File: config.mk
export PLATFORM = sky130hd
export DESIGN_NAME = bus_master_68k
export DESIGN_NICKNAME = d
export VERILOG_FILES = /design/src/rtl/bus_master_68k_pkg.sv /design/src/rtl/bus_timeout_ctr.sv /design/src/rtl/bus_master_68k.sv
export SDC_FILE = /design/constraint.sdc
export NUM_CORES = 1
export LEC_CHECK = 0
export ABC_AREA = 1
export BUFFER_PORTS_ARGS = -buffer_cell sky130_fd_sc_hd__buf_2
export CAP_MARGIN = 20
export CORE_MARGIN = 5
export CORE_UTILIZATION = 47
export DETAILED_ROUTE_END_ITERATION = 12
export PLACE_DENSITY = 0.9
export SLEW_MARGIN = 20
export SYNTH_ARGS = -nofsm -noshare
export SYNTH_HDL_FRONTEND = slang
export SYNTH_SLANG_ARGS = --single-unit
export TNS_END_PERCENT = 5
File: constraint.sdc
create_clock -name CLKCPU -period 1.95 [get_ports CLKCPU]
set_clock_uncertainty 0.2 [all_clocks]
set_input_delay 0.39 -clock CLKCPU [delete_from_list [all_inputs] [get_ports CLKCPU]]
set_output_delay 0.39 -clock CLKCPU [all_outputs]
set_load 0.02 [all_outputs]
File: src/rtl/bus_master_68k_pkg.sv
// Shared types and constants for the 68000-style bus master.
package bus_master_68k_pkg;

  typedef enum logic [2:0] {
    ST_IDLE,
    ST_ARB,
    ST_OWN,
    ST_S0,
    ST_S2,
    ST_S4,
    ST_S6,
    ST_S7
  } state_t;

  localparam logic [1:0] BE_NONE  = 2'b00;
  localparam logic [1:0] BE_LOWER = 2'b01;
  localparam logic [1:0] BE_UPPER = 2'b10;
  localparam logic [1:0] BE_BOTH  = 2'b11;

  localparam int TIMEOUT_DEFAULT = 64;

  // An empty byte mask is not a legal request; treat it as a full word access.
  function automatic logic [1:0] decode_be(input logic [1:0] be);
    return (be == BE_NONE) ? BE_BOTH : be;
  endfunction

endpackage

File: src/rtl/bus_timeout_ctr.sv
// Saturating 8-bit wait-state counter that flags when the DTACK wait limit is reached.
module bus_timeout_ctr #(
  parameter int LIMIT = 64
) (
  input  logic clk,
  input  logic rst_n,
  input  logic clear,
  input  logic enable,
  output logic expired
);

  logic [7:0] count;

  always_ff @(posedge clk or negedge rst_n) begin
    if (!rst_n) begin
      count <= 8'd0;
    end else if (clear) begin
      count <= 8'd0;
    end else if (enable && count != 8'hFF) begin
      count <= count + 8'd1;
    end
  end

  assign expired = (int'(count) >= LIMIT);

endmodule

File: src/rtl/bus_master_68k.sv
// 68000 bus master: arbitrates for the bus, then runs S0..S7 read/write cycles
// with DTACK wait states, BERR and an internal timeout.
module bus_master_68k
  import bus_master_68k_pkg::*;
#(
  parameter int TIMEOUT_CYCLES = TIMEOUT_DEFAULT
) (
  input  logic        CLKCPU,
  input  logic        RESET_n,
  input  logic        REQ,
  input  logic        RW,
  input  logic [1:0]  BYTE_EN,
  input  logic [22:0] ADDR,
  input  logic [15:0] WDATA,
  output logic        ACK,
  output logic        ERR,
  output logic [15:0] RDATA,
  output logic        BR_n,
  output logic        BGACK_n,
  input  logic        BG_n,
  input  logic        AS_IN_n,
  input  logic        DTACK_n,
  input  logic        BERR_n,
  output logic        AS_n,
  output logic        UDS_n,
  output logic        LDS_n,
  output logic        RW_n,
  output logic [22:0] A_OUT,
  output logic [15:0] D_OUT,
  input  logic [15:0] D_IN,
  output logic        ADDR_OE,
  output logic        DATA_OE
);

  state_t      state;
  state_t      state_next;
  logic [22:0] addr_reg;
  logic [15:0] wdata_reg;
  logic [15:0] rdata_reg;
  logic        rw_reg;
  logic [1:0]  be_reg;
  logic        err_reg;
  logic        expired;
  logic        ctr_clear;
  logic        ctr_enable;
  logic        in_cycle;
  logic        strobe_on;

  assign ctr_clear  = (state == ST_S0);
  assign ctr_enable = (state == ST_S4) && DTACK_n && BERR_n;

  bus_timeout_ctr #(
    .LIMIT(TIMEOUT_CYCLES)
  ) u_timeout (
    .clk    (CLKCPU),
    .rst_n  (RESET_n),
    .clear  (ctr_clear),
    .enable (ctr_enable),
    .expired(expired)
  );

  always_ff @(posedge CLKCPU or negedge RESET_n) begin
    if (!RESET_n) begin
      state <= ST_IDLE;
    end else begin
      state <= state_next;
    end
  end

  // Request attributes are captured once on the way into S0 and held for the whole cycle.
  always_ff @(posedge CLKCPU or negedge RESET_n) begin
    if (!RESET_n) begin
      addr_reg  <= 23'd0;
      wdata_reg <= 16'd0;
      rdata_reg <= 16'd0;
      rw_reg    <= 1'b1;
      be_reg    <= BE_BOTH;
      err_reg   <= 1'b0;
    end else begin
      if (state == ST_OWN && REQ) begin
        addr_reg  <= ADDR;
        wdata_reg <= WDATA;
        rw_reg    <= RW;
        be_reg    <= decode_be(BYTE_EN);
      end
      if (state == ST_S4) begin
        err_reg <= (state_next == ST_S7);
      end
      if (state == ST_S6 && rw_reg) begin
        rdata_reg <= D_IN;
      end
    end
  end

  always_comb begin
    state_next = state;
    case (state)
      ST_IDLE: if (REQ) state_next = ST_ARB;
      ST_ARB:  if (!BG_n && AS_IN_n && DTACK_n) state_next = ST_OWN;
      ST_OWN:  state_next = REQ ? ST_S0 : ST_IDLE;
      ST_S0:   state_next = ST_S2;
      ST_S2:   state_next = ST_S4;
      // Bus error takes priority over a coincident DTACK.
      ST_S4: begin
        if (!BERR_n)       state_next = ST_S7;
        else if (!DTACK_n) state_next = ST_S6;
        else if (expired)  state_next = ST_S7;
      end
      ST_S6:   state_next = ST_S7;
      ST_S7:   state_next = ST_OWN;
      default: state_next = ST_IDLE;
    endcase
  end

  always_comb begin
    in_cycle  = (state == ST_S0) || (state == ST_S2) || (state == ST_S4) ||
                (state == ST_S6) || (state == ST_S7);
    // Reads open the data strobes in S2, writes wait until data has settled (S4).
    strobe_on = ((state == ST_S2) && rw_reg) || (state == ST_S4) || (state == ST_S6);

    BR_n    = (state != ST_ARB);
    BGACK_n = !((state == ST_OWN) || in_cycle);
    ADDR_OE = in_cycle;
    A_OUT   = addr_reg;
    D_OUT   = wdata_reg;
    RW_n    = (in_cycle && state != ST_S7) ? rw_reg : 1'b1;
    AS_n    = !((state == ST_S2) || (state == ST_S4) || (state == ST_S6));
    UDS_n   = !(strobe_on && ((be_reg & BE_UPPER) != 2'b00));
    LDS_n   = !(strobe_on && ((be_reg & BE_LOWER) != 2'b00));
    DATA_OE = !rw_reg && ((state == ST_S2) || (state == ST_S4) || (state == ST_S6));
    ACK     = (state == ST_S7);
    ERR     = (state == ST_S7) && err_reg;
    RDATA   = rdata_reg;
  end

endmodule

After elaboration in Yosys (flattened, before gate mapping)
Index checks and enable logic that the tools add are counted.
Cells by class
  add/sub/neg operators: 1
  multipliers: 0
  div/mod/pow operators: 0
  $lt $le $gt $ge: 1
  equality and inequality tests: 11
  shift operators: 0
  multiplexer cells: 11
  bitwise logic cells: 0
  reduce and logical (&&, ||, !) cells: 31
Operator list (number)
  3-bit case mux with 8 select lines: 1
  8-bit two-way mux: 2
  3-bit == test, second input constant: 5
  3-bit two-way mux: 5
  1-bit logical AND: 13
  1-bit logical OR: 9
  8-bit by 1-bit adder with 8-bit output, second input constant: 1
  8-bit by 7-bit greater-or-equal comparator with 1-bit output, second input constant: 1
  8-bit != test, second input constant: 1
  3-bit by 2-bit == test with 1-bit output, second input constant: 2
  1-bit logical NOT: 6
  2-bit two-way mux: 2
  3-bit by 1-bit == test with 1-bit output, second input constant: 1
  3-bit logical NOT: 1
  3-bit by 1-bit != test with 1-bit output, second input constant: 1
  3-bit != test, second input constant: 1
  2-bit logical NOT: 1
  2-bit nonzero test: 1
  1-bit two-way mux: 1
Storage, ports and cells
  flip-flop bits (word level): 70
  bits in latches: 0
  memory bits (writable): 0
  memory bits (read-only): 0
  input bits: 65
  memories: 0

Longest topological paths before layout
Gate-level depths: netlist (run 1).
  depth in word-level cells: 7
  depth in mapped cells: 9

Hierarchy
From an unflattened synthesis (run 1), not the netlist that was laid out.
Unflattened totals
  cell total of the unflattened synthesis: 332
  area, all modules: 3089.2 µm²
Modules (own cells, without submodules)
  bus_master_68k: instances 1, cells each 263, area an instance 2576.2 µm²
  bus_timeout_ctr: instances 1, cells each 69, area an instance 513.0 µm²

Worst setup path before layout (run 1)
No wires, ideal clock.
  kind: reg-to-output
  from: register state[1]
  to: output port LDS_n
  data arrival time: 1.192 ns
  path slack: 0.168 ns
  stages on the path, launching flop included: 6
  buffers on the path: 1
  cells stage by stage: dfrtp_1 > buf_4 > nand2_1 > nand2_1 > a31oi_1 > nand2_1
On the way
  cells in the longest elaborated chain, start to end: 6
  elaborated cells between the ends (all ways): 8
  those cells by class: eq/ne (3); reduce/logical (5)
Ends and longest elaborated chain
  from (decl): RTL line bus_master_68k.sv:35  | state_t state;
  from (signal assigned): RTL line bus_master_68k.sv:66  | state <= state_next;
  3-bit == test: RTL line bus_master_68k.sv:119  | strobe_on = ((state == ST_S2) && rw_reg) || (state == ST_S4) || (state == ST_S6);
  1-bit logical AND: RTL line bus_master_68k.sv:119
  1-bit logical OR: RTL line bus_master_68k.sv:119
  1-bit logical OR *: RTL line bus_master_68k.sv:119
  1-bit logical AND *: RTL line bus_master_68k.sv:129  | LDS_n = !(strobe_on && ((be_reg & BE_LOWER) != 2'b00));
  1-bit logical NOT *: RTL line bus_master_68k.sv:129
  to (decl): RTL line bus_master_68k.sv:26  | output logic LDS_n,
Mark *: on every way between the ends. The rest lies on a longest branch, timed or not.

Worst setup path in the final report (run 1)
  from: register state[0]
  to: output port UDS_n
On the way
  cells in the longest elaborated chain, start to end: 6
  elaborated cells between the ends (all ways): 8
  those cells by class: eq/ne (3); reduce/logical (5)
Ends and longest elaborated chain
  3-bit == test: RTL line bus_master_68k.sv:119
  1-bit logical AND: RTL line bus_master_68k.sv:119
  1-bit logical OR: RTL line bus_master_68k.sv:119
  1-bit logical OR *: RTL line bus_master_68k.sv:119
  1-bit logical AND *: RTL line bus_master_68k.sv:128  | UDS_n = !(strobe_on && ((be_reg & BE_UPPER) != 2'b00));
  1-bit logical NOT *: RTL line bus_master_68k.sv:128
  to (decl): RTL line bus_master_68k.sv:25  | output logic UDS_n,
Marked as above.

==> results of run 1 <==
==> kinds of logic after synthesis <==
logic type	count (synthesis)	synth area share, %
xor gates and xnor gates	3	0.867
buffers and inverters	30	4.91
muxes	16	7.18
AOI/OAI and AO/OA	11	1.98
DFF	70	57.9
and+or+nand+nor	199	26.7
adders and majority gates	1	0.413
==> layout by cell type, fill, tap and decap left out, drive strengths merged, types with 3 or more instances in the layout <==
| cell | count |
|---|---|
| nor2 | 18 |
| mux2 | 16 |
| nand4 | 4 |
| inv | 18 |
| dfrtp | 67 |
| clkinv | 3 |
| clkbuf | 10 |
| nand3 | 11 |
| o21ai | 7 |
| nand2 | 163 |
| buf | 143 |
| dfstp | 3 |
| xor2 | 3 |
==> critical path, delay by kind of cell, from the launching register on <==
family / cells / cell delay, ns
AO/OA/AOI/OAI: 1 / 0.10
flip-flops: 1 / 0.45
AND/OR/NAND/NOR: 1 / 0.07
buffers and inverters: 3 / 0.44
==> per-layer routing <==
| layer | global-route usage [%] | up-vias | share of wire, % |
|---|---|---|---|
| li1 | - | 1311 | - |
| met1 | 21.9 | 1229 | 41 |
| met2 | 31.6 | 127 | 50 |
| met3 | 4.83 | 11 | 8.2 |
| met4 | 5.96 | 0 | 1.2 |
| met5 | 0 | - | 0 |
==> how the worst max path moves through the flow <==
stage | cells after the start | end | slack, ns
after floorplan | 5 | LDS_n | 0.17
after global placement | 5 | LDS_n | 0.23
after detailed placement | 5 | LDS_n | 0.13
after CTS | 5 | LDS_n | -0.03
after global routing | 5 | UDS_n | -0.05
final | 5 | UDS_n | -0.01
==> cell type report <==
type	instances	area [sq um]	share of cell area, %
Clock inverter	5	82.6	2.00
Tap cell	77	96.3	2.33
Clock buffer	10	138	3.33
Sequential cell	70	1760	42.5
Inverter	18	72.6	1.75
Multi-Input combinational cell	230	1180	28.5
Timing Repair Buffer	144	810	19.6
==> per-stage QoR <==
stage	setup slack [ns]	total power, mW	util [%]
detailed placement	0.131	5.39	59.5
CTS	-0.0328	6.85	64.2
floorplan	0.168	4.34	-
global route	-0.0514	7.42	65.5
global placement	0.234	5.25	59.5
finish	-0.0121	6.98	65.5
==> repair_timing <==
item                                   CTS  global route
hold buffers                             1             0
gates resized for setup                 12             9
pin swaps                                1             2
endpoints found under the hold margin   67             0
buffers inserted                         4             5
setup endpoints to repair                6             4
==> power by group <==
group / switching [mW] / leakage (nW) / total, mW / internal, mW
logic: 1.93 / 1.36 / 3.16 / 1.23
clock network: 0.525 / 0.113 / 1.28 / 0.753
registers: 0.410 / 0.868 / 2.54 / 2.13
==> summary.md, run 1 <==
| Metric | Value |
|---|---|
| Yosys cell types | `27` |
| VDD IR-drop max | `1010 uV` |
| Gr ovfl total | `0` |
| Fmax | `510 MHz` |
| Endpoints failing setup | `1` |
| Post-synthesis sequential area ratio | `57.9%` |
| Min Hold Slack | `0.0237 ns` |
| Clock Sinks | `70` |
| Ys Warns | `0` |
| Row cnt | `29` |
| Initial drt markers | `170` |
| Vias in the first global route | `2699` |
| Clock Root Buffer | `clkbuf_8` |
| Reg2Reg Capture Point | `RDATA[14]$_DFFE_PN0P_` |
| Ranking of synthesized cells by area | `dfrtp_1 55%, nand2_1 20%, mux2_4 5.0%` |
| Initial antenna violation count | `0` |
| Startpoint types | `flip-flop` |
| Pleak | `2.34 nW` |
| Post-synth EDFFs | `0` |
| CP max stage delay | `0.45 ns` |
| DR vias | `2678` |
| Hold path depth | `2` |
| Ys flop type | `dfrtp_1` |
| Inserted Clock Buffers | `9` |
| TNS Setup | `-0.0121 ns` |
| Post-route DRC | `0` |
| Tcrit/Tclk final | `101%` |
| CTS tree | `built` |
| Routed vias/inst | `4.83` |
| Worst R2R Setup Slack | `0.19 ns` |
| DIE WIDTH | `90.3 microns` |
| Design Area, Final | `4140 sq um` |
| Hold_sp | `BYTE_EN[1]` |
| Area Growth Syn to Fin | `36.5%` |
| Reg2reg start | `state[0]$_DFF_PN0_` |
| CP arrival | `1.37 ns` |
| Failing checks | `negative setup slack` |
| Clock slew at reported path FFs | `0.07 ns` |
| Max-Cap Viols | `0` |
| Tot GR Track Use | `18.2%` |
| Antenna Cells | `0` |
| Synth area leader | `dfrtp_1` |
| Synth Area per Inst | `9.18 sq um` |
| Worst-path fanout max | `4` |
| Synthesized area | `3030 sq um` |
| Ports | `130` |
| Largest net degree at the start of global routing | `71` |
| Final Hold Viols | `0` |
| Max reg flops | `23` |
| Seq cells post-synth | `70` |
| Starting Density | `48.0%` |
| CP max stage cell | `dfrtp_2` |
| Post-DRT Antenna Nets | `0` |
| Port bufs | `129` |
| Top post-synthesis cells by count | `162 x nand2_1, 67 x dfrtp_1, 17 x nor2_1, 13 x inv_1, 10 x mux2_4` |
| Die ar. | `8150 sq um` |
| Setup WS post-layout | `-0.0121 ns` |
| Gate count after technology mapping | `330` |
| Critical path type | `flip-flop to primary output` |
| 1st-pass router iterations | `5` |
| Worst Hold End | `be_reg[0]$_DFFE_PN1P_` |
| Worst hold path class | `input port to flip-flop` |
| Relative slew slack | `74.7%` |
| Syn nets | `396` |
| Clock latency on the worst-skew pair | `0.33 ns` |
| Fillers | `509` |
| Tmin final | `1.96 ns` |
| Crit path from | `state[0]$_DFF_PN0_` |
| Critical path cell sequence | `buf_4 > inv_4 > a31oi_4 > nand2_1 > buf_2` |
| H-tree levels | `3` |
| Longest Clk Path Bufs | `2` |
| Ys async rst share | `100%` |
| Die H | `90.3 microns` |
| WP data required | `1.36 ns` |
| Reg2Reg Depth | `4` |
| Placed insts | `529` |
| GP Congestion | `0.966` |
| Status | `finished with violations` |
| Top-count cell post-synth | `nand2_1` |
| Post-route insts no fill | `554` |
| Crit end category | `primary output` |
| Wire per inst | `13.7 microns` |
| Post-DP Area | `3750 sq um` |
| First-pass GRT wire length | `12500 microns` |
| Core area | `6310 sq um` |
| Actual slew at the worst max-slew pin | `0.379 ns` |
| Share of layout cells above drive strength 1 | `41.3%` |
| Synth top area share | `55.3%` |
| Power density cells | `1690 nW/um^2` |
| DP HPWL | `5400 microns` |
| Detailed Route WL | `7580 microns` |
| Total Nets Final | `539` |
| Final Max Slew Viols | `0` |
| RSZ-0062 raised after global routing | `yes` |
No activity file was read; power rests on OpenSTA's default activity.
==> inputs of run 2 (changes only) <==
--- a/config.mk
+++ b/config.mk
@@ -12,6 +12,7 @@
 export CORE_UTILIZATION = 47
 export DETAILED_ROUTE_END_ITERATION = 12
 export PLACE_DENSITY = 0.9
+export SKIP_CTS_REPAIR_TIMING = 1
 export SLEW_MARGIN = 20
 export SYNTH_ARGS = -nofsm -noshare
 export SYNTH_HDL_FRONTEND = slang
==> summary.md, run 2 (same netlist as run 1, synthesis figures left out) <==
| Metric | Value |
|---|---|
| First-pass GRT wire length | `12000 microns (-4.2%)` |
| Worst-path fanout max | `6 (+2)` |
| Delay-heaviest family, CP | `flip-flops` |
| Wire per inst | `13.8 microns (+0.78%)` |
| Failing checks | `negative setup slack` |
| Final Max Slew Viols | `0 (unchanged)` |
| Status | `finished with violations` |
| Area Growth Syn to Fin | `35.4%` |
| CP arrival | `1.41 ns (+0.04 ns)` |
| Post-route DRC | `0 (unchanged)` |
| Placed insts | `529 (unchanged)` |
| Vias in the first global route | `2644 (-2.0%)` |
| Row cnt | `29 (unchanged)` |
| Reg2Reg Depth | `4 (unchanged)` |
| Hold_sp | `BYTE_EN[1]` |
| Worst Path Buf+Inv | `1 (-2)` |
| Endpoints failing setup | `3 (+2)` |
| WP data required | `1.36 ns (about the same)` |
| Worst hold path class | `input port to flip-flop` |
| RSZ-0062 raised after global routing | `yes` |
| Fillers | `513 (+0.79%)` |
| Gr ovfl total | `0 (unchanged)` |
| Power density cells | `1680 nW/um^2 (-0.24%)` |
| Crit end category | `primary output` |
| Share of layout cells above drive strength 1 | `40.9% (-0.37 points)` |
| Actual slew at the worst max-slew pin | `0.377 ns (-0.00241 ns)` |
| Post-DRT Antenna Nets | `0 (unchanged)` |
| Inserted Clock Buffers | `9 (unchanged)` |
| Multi-input gate area | `1180 sq um (+0.21%)` |
| DIE WIDTH | `90.3 microns (unchanged)` |
| Antenna Cells | `0 (unchanged)` |
| Most frequent cells in the layout | `158 x nand2_1, 126 x buf_2, 64 x dfrtp_1` |
| Final Power | `6.91 mW (-1.1%)` |
| H-tree levels | `3 (unchanged)` |
| Ports | `130 (unchanged)` |
| Pleak | `2.33 nW (-0.73%)` |
| Clock Root Buffer | `clkbuf_8` |
| Final Hold Viols | `0 (unchanged)` |
| DP HPWL | `5400 microns (unchanged)` |
| Stages on worst setup path | `5 (unchanged)` |
| TNS Setup | `-0.103 ns (-0.0909 ns)` |
| CP most frequent cell | `nand2_4` |
| Reg2reg start | `state[0]$_DFF_PN0_` |
| Core area | `6310 sq um (unchanged)` |
| Setup WS post-layout | `-0.0528 ns (-0.0408 ns)` |
| Clock Sinks | `70 (unchanged)` |
| Core Util, Final | `65.0% (-0.54 points)` |
| CTS tree | `built` |
| Longest Clk Path Bufs | `2 (unchanged)` |
| Hold path depth | `2 (unchanged)` |
| Tmin final | `2.00 ns (+0.0408 ns)` |
| Port bufs | `129 (unchanged)` |
| GP Congestion | `0.966 (unchanged)` |
| Critical path type | `flip-flop to primary output` |
| Relative slew slack | `74.8% (+0.16 points)` |
| Largest net degree at the start of global routing | `71 (unchanged)` |
| Clock slew at reported path FFs | `0.07 ns (about the same)` |
| DR vias | `2650 (-1.0%)` |
| Die ar. | `8150 sq um (unchanged)` |
| Critical path cell sequence | `nand2_4 > nand2_4 > a31oi_4 > nand2_1 > buf_6` |
| VDD IR-drop max | `1010 uV (+0.56%)` |
| Clock latency on the worst-skew pair | `0.33 ns (about the same)` |
| Post-route insts no fill | `551 (-0.54%)` |
| Startpoint types | `flip-flop` |
| Commonest non-fill, non-tap cell in the layout | `nand2_1` |
| Fmax | `499 MHz (-2.0%)` |
| Tot GR Track Use | `17.5% (-0.73 points)` |
| Tcrit/Tclk final | `103% (+2.1 points)` |
| Detailed Route WL | `7600 microns (+0.24%)` |
| Initial drt markers | `203 (+19%)` |
| Initial antenna violation count | `0 (unchanged)` |
| Total area of sequential cells | `1760 sq um (unchanged)` |
| Crit path from | `state[1]$_DFF_PN0_` |
| CP max stage cell | `dfrtp_2` |
| Starting Density | `48.0% (unchanged)` |
| 1st-pass router iterations | `4 (-1)` |
| Routed vias/inst | `4.81 (-0.51%)` |
| Total Nets Final | `536 (-0.56%)` |
| Max reg flops | `23 (unchanged)` |
| CP max stage delay | `0.47 ns (+0.02 ns)` |
| Die H | `90.3 microns (unchanged)` |
| Max-Cap Viols | `0 (unchanged)` |
[run 2: area by class of cell]
cell class	count	share of cell area [%]
Sequential cell	70	42.9
Multi-Input combinational cell	230	28.8
Timing Repair Buffer	141	18.9
Clock buffer	10	3.35
Tap cell	77	2.35
Clock inverter	5	2.01
Inverter	18	1.71
[run 2: worst paths after layout]
kind,endpoint,slack (ns)
max,UDS_n,-0.05
min,be_reg[0]$_DFFE_PN1P_,0.02
max reg2reg,RDATA[14]$_DFFE_PN0P_,0.19
min reg2reg,be_reg[1]$_DFFE_PN1P_,0.28
max in group asynchronous,be_reg[0]$_DFFE_PN1P_,0.79
min in group asynchronous,RDATA[9]$_DFFE_PN0P_,0.42
[run 2: power by group]
| part | total [mW] | switching (mW) | leakage, nW | internal [mW] |
|---|---|---|---|---|
| combinational | 3.08 | 1.92 | 1.34 | 1.17 |
| clock | 1.28 | 0.526 | 0.113 | 0.753 |
| sequential | 2.55 | 0.414 | 0.868 | 2.13 |
[run 2: per-stage QoR]
step	hold slack, ns	instance area [sq um]	setup slack, ns
after floorplan	-0.106	3030	0.168
after global placement	0.238	3750	0.234
after detailed placement	0.239	3750	0.131
after CTS	-0.118	3970	-0.225
after global routing	0.0135	4100	-0.102
final	0.0234	4100	-0.0528
[run 2: per-layer routing]
metal / wire length (microns) / up-vias / track usage, %
met5: 0 / - / 0
met4: 94 / 0 / 6.33
met3: 650 / 10 / 5.00
met2: 3860 / 131 / 30.2
met1: 2990 / 1205 / 20.7
li1: - / 1304 / -
==> inputs of run 3 (changes only) <==
--- a/config.mk
+++ b/config.mk
@@ -11,6 +11,7 @@
 export CORE_MARGIN = 5
 export CORE_UTILIZATION = 47
 export DETAILED_ROUTE_END_ITERATION = 12
+export MAX_ROUTING_LAYER = met4
 export PLACE_DENSITY = 0.9
 export SKIP_CTS_REPAIR_TIMING = 1
 export SLEW_MARGIN = 20
==> summary.md, run 3 (same netlist as run 1, synthesis figures left out) <==
| Metric | Value |
|---|---|
| Crit path capture | `UDS_n` |
| Post-route DRC | `0 (unchanged)` |
| Clock latency on the worst-skew pair | `0.32 ns (about the same)` |
| Starting Density | `48.0% (unchanged)` |
| Clock Sinks | `70 (unchanged)` |
| Delay-heaviest family, CP | `flip-flops` |
| Placed insts | `529 (unchanged)` |
| Critical path cell sequence | `buf_4 > inv_4 > a31oi_4 > nand2_1 > buf_6` |
| Initial drt markers | `216 (+6.4%)` |
| VDD IR-drop max | `1010 uV (+0.17%)` |
| Power density cells | `1680 nW/um^2 (about the same)` |
| Initial antenna violation count | `0 (unchanged)` |
| TNS Setup | `-0.0814 ns (+0.0216 ns)` |
| Die ar. | `8150 sq um (unchanged)` |
| Status | `finished with violations` |
| Max-Cap Viols | `0 (unchanged)` |
| Stages on worst setup path | `5 (unchanged)` |
| RSZ-0062 raised after global routing | `yes` |
| Crit end category | `primary output` |
| Min Hold Slack | `0.0240 ns (+0.000615 ns)` |
| DP HPWL | `5400 microns (unchanged)` |
| Worst R2R Setup Slack | `0.18 ns (about the same)` |
| DIE WIDTH | `90.3 microns (unchanged)` |
| Ports | `130 (unchanged)` |
| Longest Clk Path Bufs | `2 (unchanged)` |
| CTS tree | `built` |
| Post-DRT Antenna Nets | `0 (unchanged)` |
| Wire per inst | `13.9 microns (+0.50%)` |
| First-pass GRT wire length | `12000 microns (+0.12%)` |
| Design Area, Final | `4100 sq um (unchanged)` |
| Fmax | `501 MHz (+0.29%)` |
| Largest net degree at the start of global routing | `71 (unchanged)` |
| Critical path type | `flip-flop to primary output` |
| Setup WS post-layout | `-0.0470 ns (+0.00581 ns)` |
| Vias in the first global route | `2640 (-0.15%)` |
| Gr ovfl total | `0 (unchanged)` |
| Worst-path fanout max | `5 (-1)` |
| Total Nets Final | `536 (unchanged)` |
| Core area | `6310 sq um (unchanged)` |
| Antenna Cells | `0 (unchanged)` |
| CP max stage cell | `dfrtp_2` |
| WP data required | `1.36 ns (about the same)` |
| CP arrival | `1.41 ns (about the same)` |
| Endpoints failing setup | `3 (unchanged)` |
| Actual slew at the worst max-slew pin | `0.377 ns (-0.000208 ns)` |
| Relative slew slack | `74.8% (about the same)` |
| Most frequent cells in the layout | `158 x nand2_1, 126 x buf_2, 64 x dfrtp_1` |
| Failing checks | `negative setup slack` |
| Detailed Route WL | `7630 microns (+0.50%)` |
| Clock Root Buffer | `clkbuf_8` |
| Post-DP Area | `3750 sq um (unchanged)` |
| Row cnt | `29 (unchanged)` |
| Die H | `90.3 microns (unchanged)` |
| H-tree levels | `3 (unchanged)` |
| Routed vias/inst | `4.81 (about the same)` |
| Worst Path Buf+Inv | `3 (+2)` |
| Reg2Reg Depth | `4 (unchanged)` |
| Tmin final | `2.00 ns (-0.00581 ns)` |
| GP Congestion | `0.984 (+1.9%)` |
| Crit path from | `state[0]$_DFF_PN0_` |
| Fillers | `513 (unchanged)` |
| Startpoint types | `flip-flop` |
| Area Growth Syn to Fin | `35.4% (unchanged)` |
| 1st-pass router iterations | `4 (unchanged)` |
| Max reg flops | `23 (unchanged)` |
| DR vias | `2649 (-0.038%)` |
| Share of layout cells above drive strength 1 | `40.9% (unchanged)` |
| Final Max Slew Viols | `0 (unchanged)` |
| Reg2Reg Capture Point | `RDATA[14]$_DFFE_PN0P_` |
| Tot GR Track Use | `18.1% (+0.57 points)` |
| Pleak | `2.33 nW (unchanged)` |
| Worst slack, placed | `0.131 ns (unchanged)` |
| Clock slew at reported path FFs | `0.07 ns (about the same)` |
| Worst hold path class | `input port to flip-flop` |
| Commonest non-fill, non-tap cell in the layout | `nand2_1` |
| Inserted Clock Buffers | `9 (unchanged)` |
| CP max stage delay | `0.41 ns (-0.06 ns)` |
| Final Hold Viols | `0 (unchanged)` |
| Tcrit/Tclk final | `102% (-0.30 points)` |
| Port bufs | `129 (unchanged)` |
| Reg2reg start | `state[0]$_DFF_PN0_` |
| Post-route insts no fill | `551 (unchanged)` |
run 3: power by group:
group / leakage, nW / switching (mW) / total, mW / internal (mW)
logic: 1.34 / 1.92 / 3.09 / 1.17
registers: 0.868 / 0.416 / 2.55 / 2.13
clock network: 0.113 / 0.526 / 1.28 / 0.753
total: 2.33 / 2.86 / 6.91 / 4.05
run 3: worst min-delay path by stage:
stage	start	end	slack (ns)	cells past startpoint
floorplan	RESET_n	A_OUT[0]$_DFFE_PN0P_	-0.11	0
global placement	RESET_n	RDATA[9]$_DFFE_PN0P_	0.24	2
detailed placement	RESET_n	RDATA[9]$_DFFE_PN0P_	0.24	2
CTS	RESET_n	RDATA[5]$_DFFE_PN0P_	-0.12	2
global route	BYTE_EN[1]	be_reg[0]$_DFFE_PN1P_	0.01	2
finish	BYTE_EN[1]	be_reg[0]$_DFFE_PN1P_	0.02	2
run 3: final cells by class:
class	count	area [sq um]	share of cell area [%]
tap	77	96.3	2.35
inverter	18	70.1	1.71
timing repair buffer	141	776	18.9
multi-input combinational	230	1180	28.8
clock buffer	10	138	3.35
sequential	70	1760	42.9
clock inverter	5	82.6	2.01
run 3: metal layers:
metal  up-vias  track usage [%]  part of all wire (%)
met5         -                -                     0
met4         0             5.96                   1.4
met3        16             5.08                   7.5
met2       119             30.2                    50
met1      1210             21.0                    41
li1       1304                -                     -
run 3: through the flow:
step / total power, mW / utilization (%)
4_1_cts: 6.70 / 62.9
6_report: 6.91 / 65.0
5_1_grt: 7.35 / 65.0
3_5_place_dp: 5.39 / 59.5
2_1_floorplan: 4.34 / -
3_3_place_gp: 5.25 / 59.5
run 3: worst reg2reg max path: cells and delay by family (launching register included):
kind          cells  cell delay, ns
mux               1            0.41
simple gates      1            0.31
buf+inv           2            0.29
flops             1            0.44
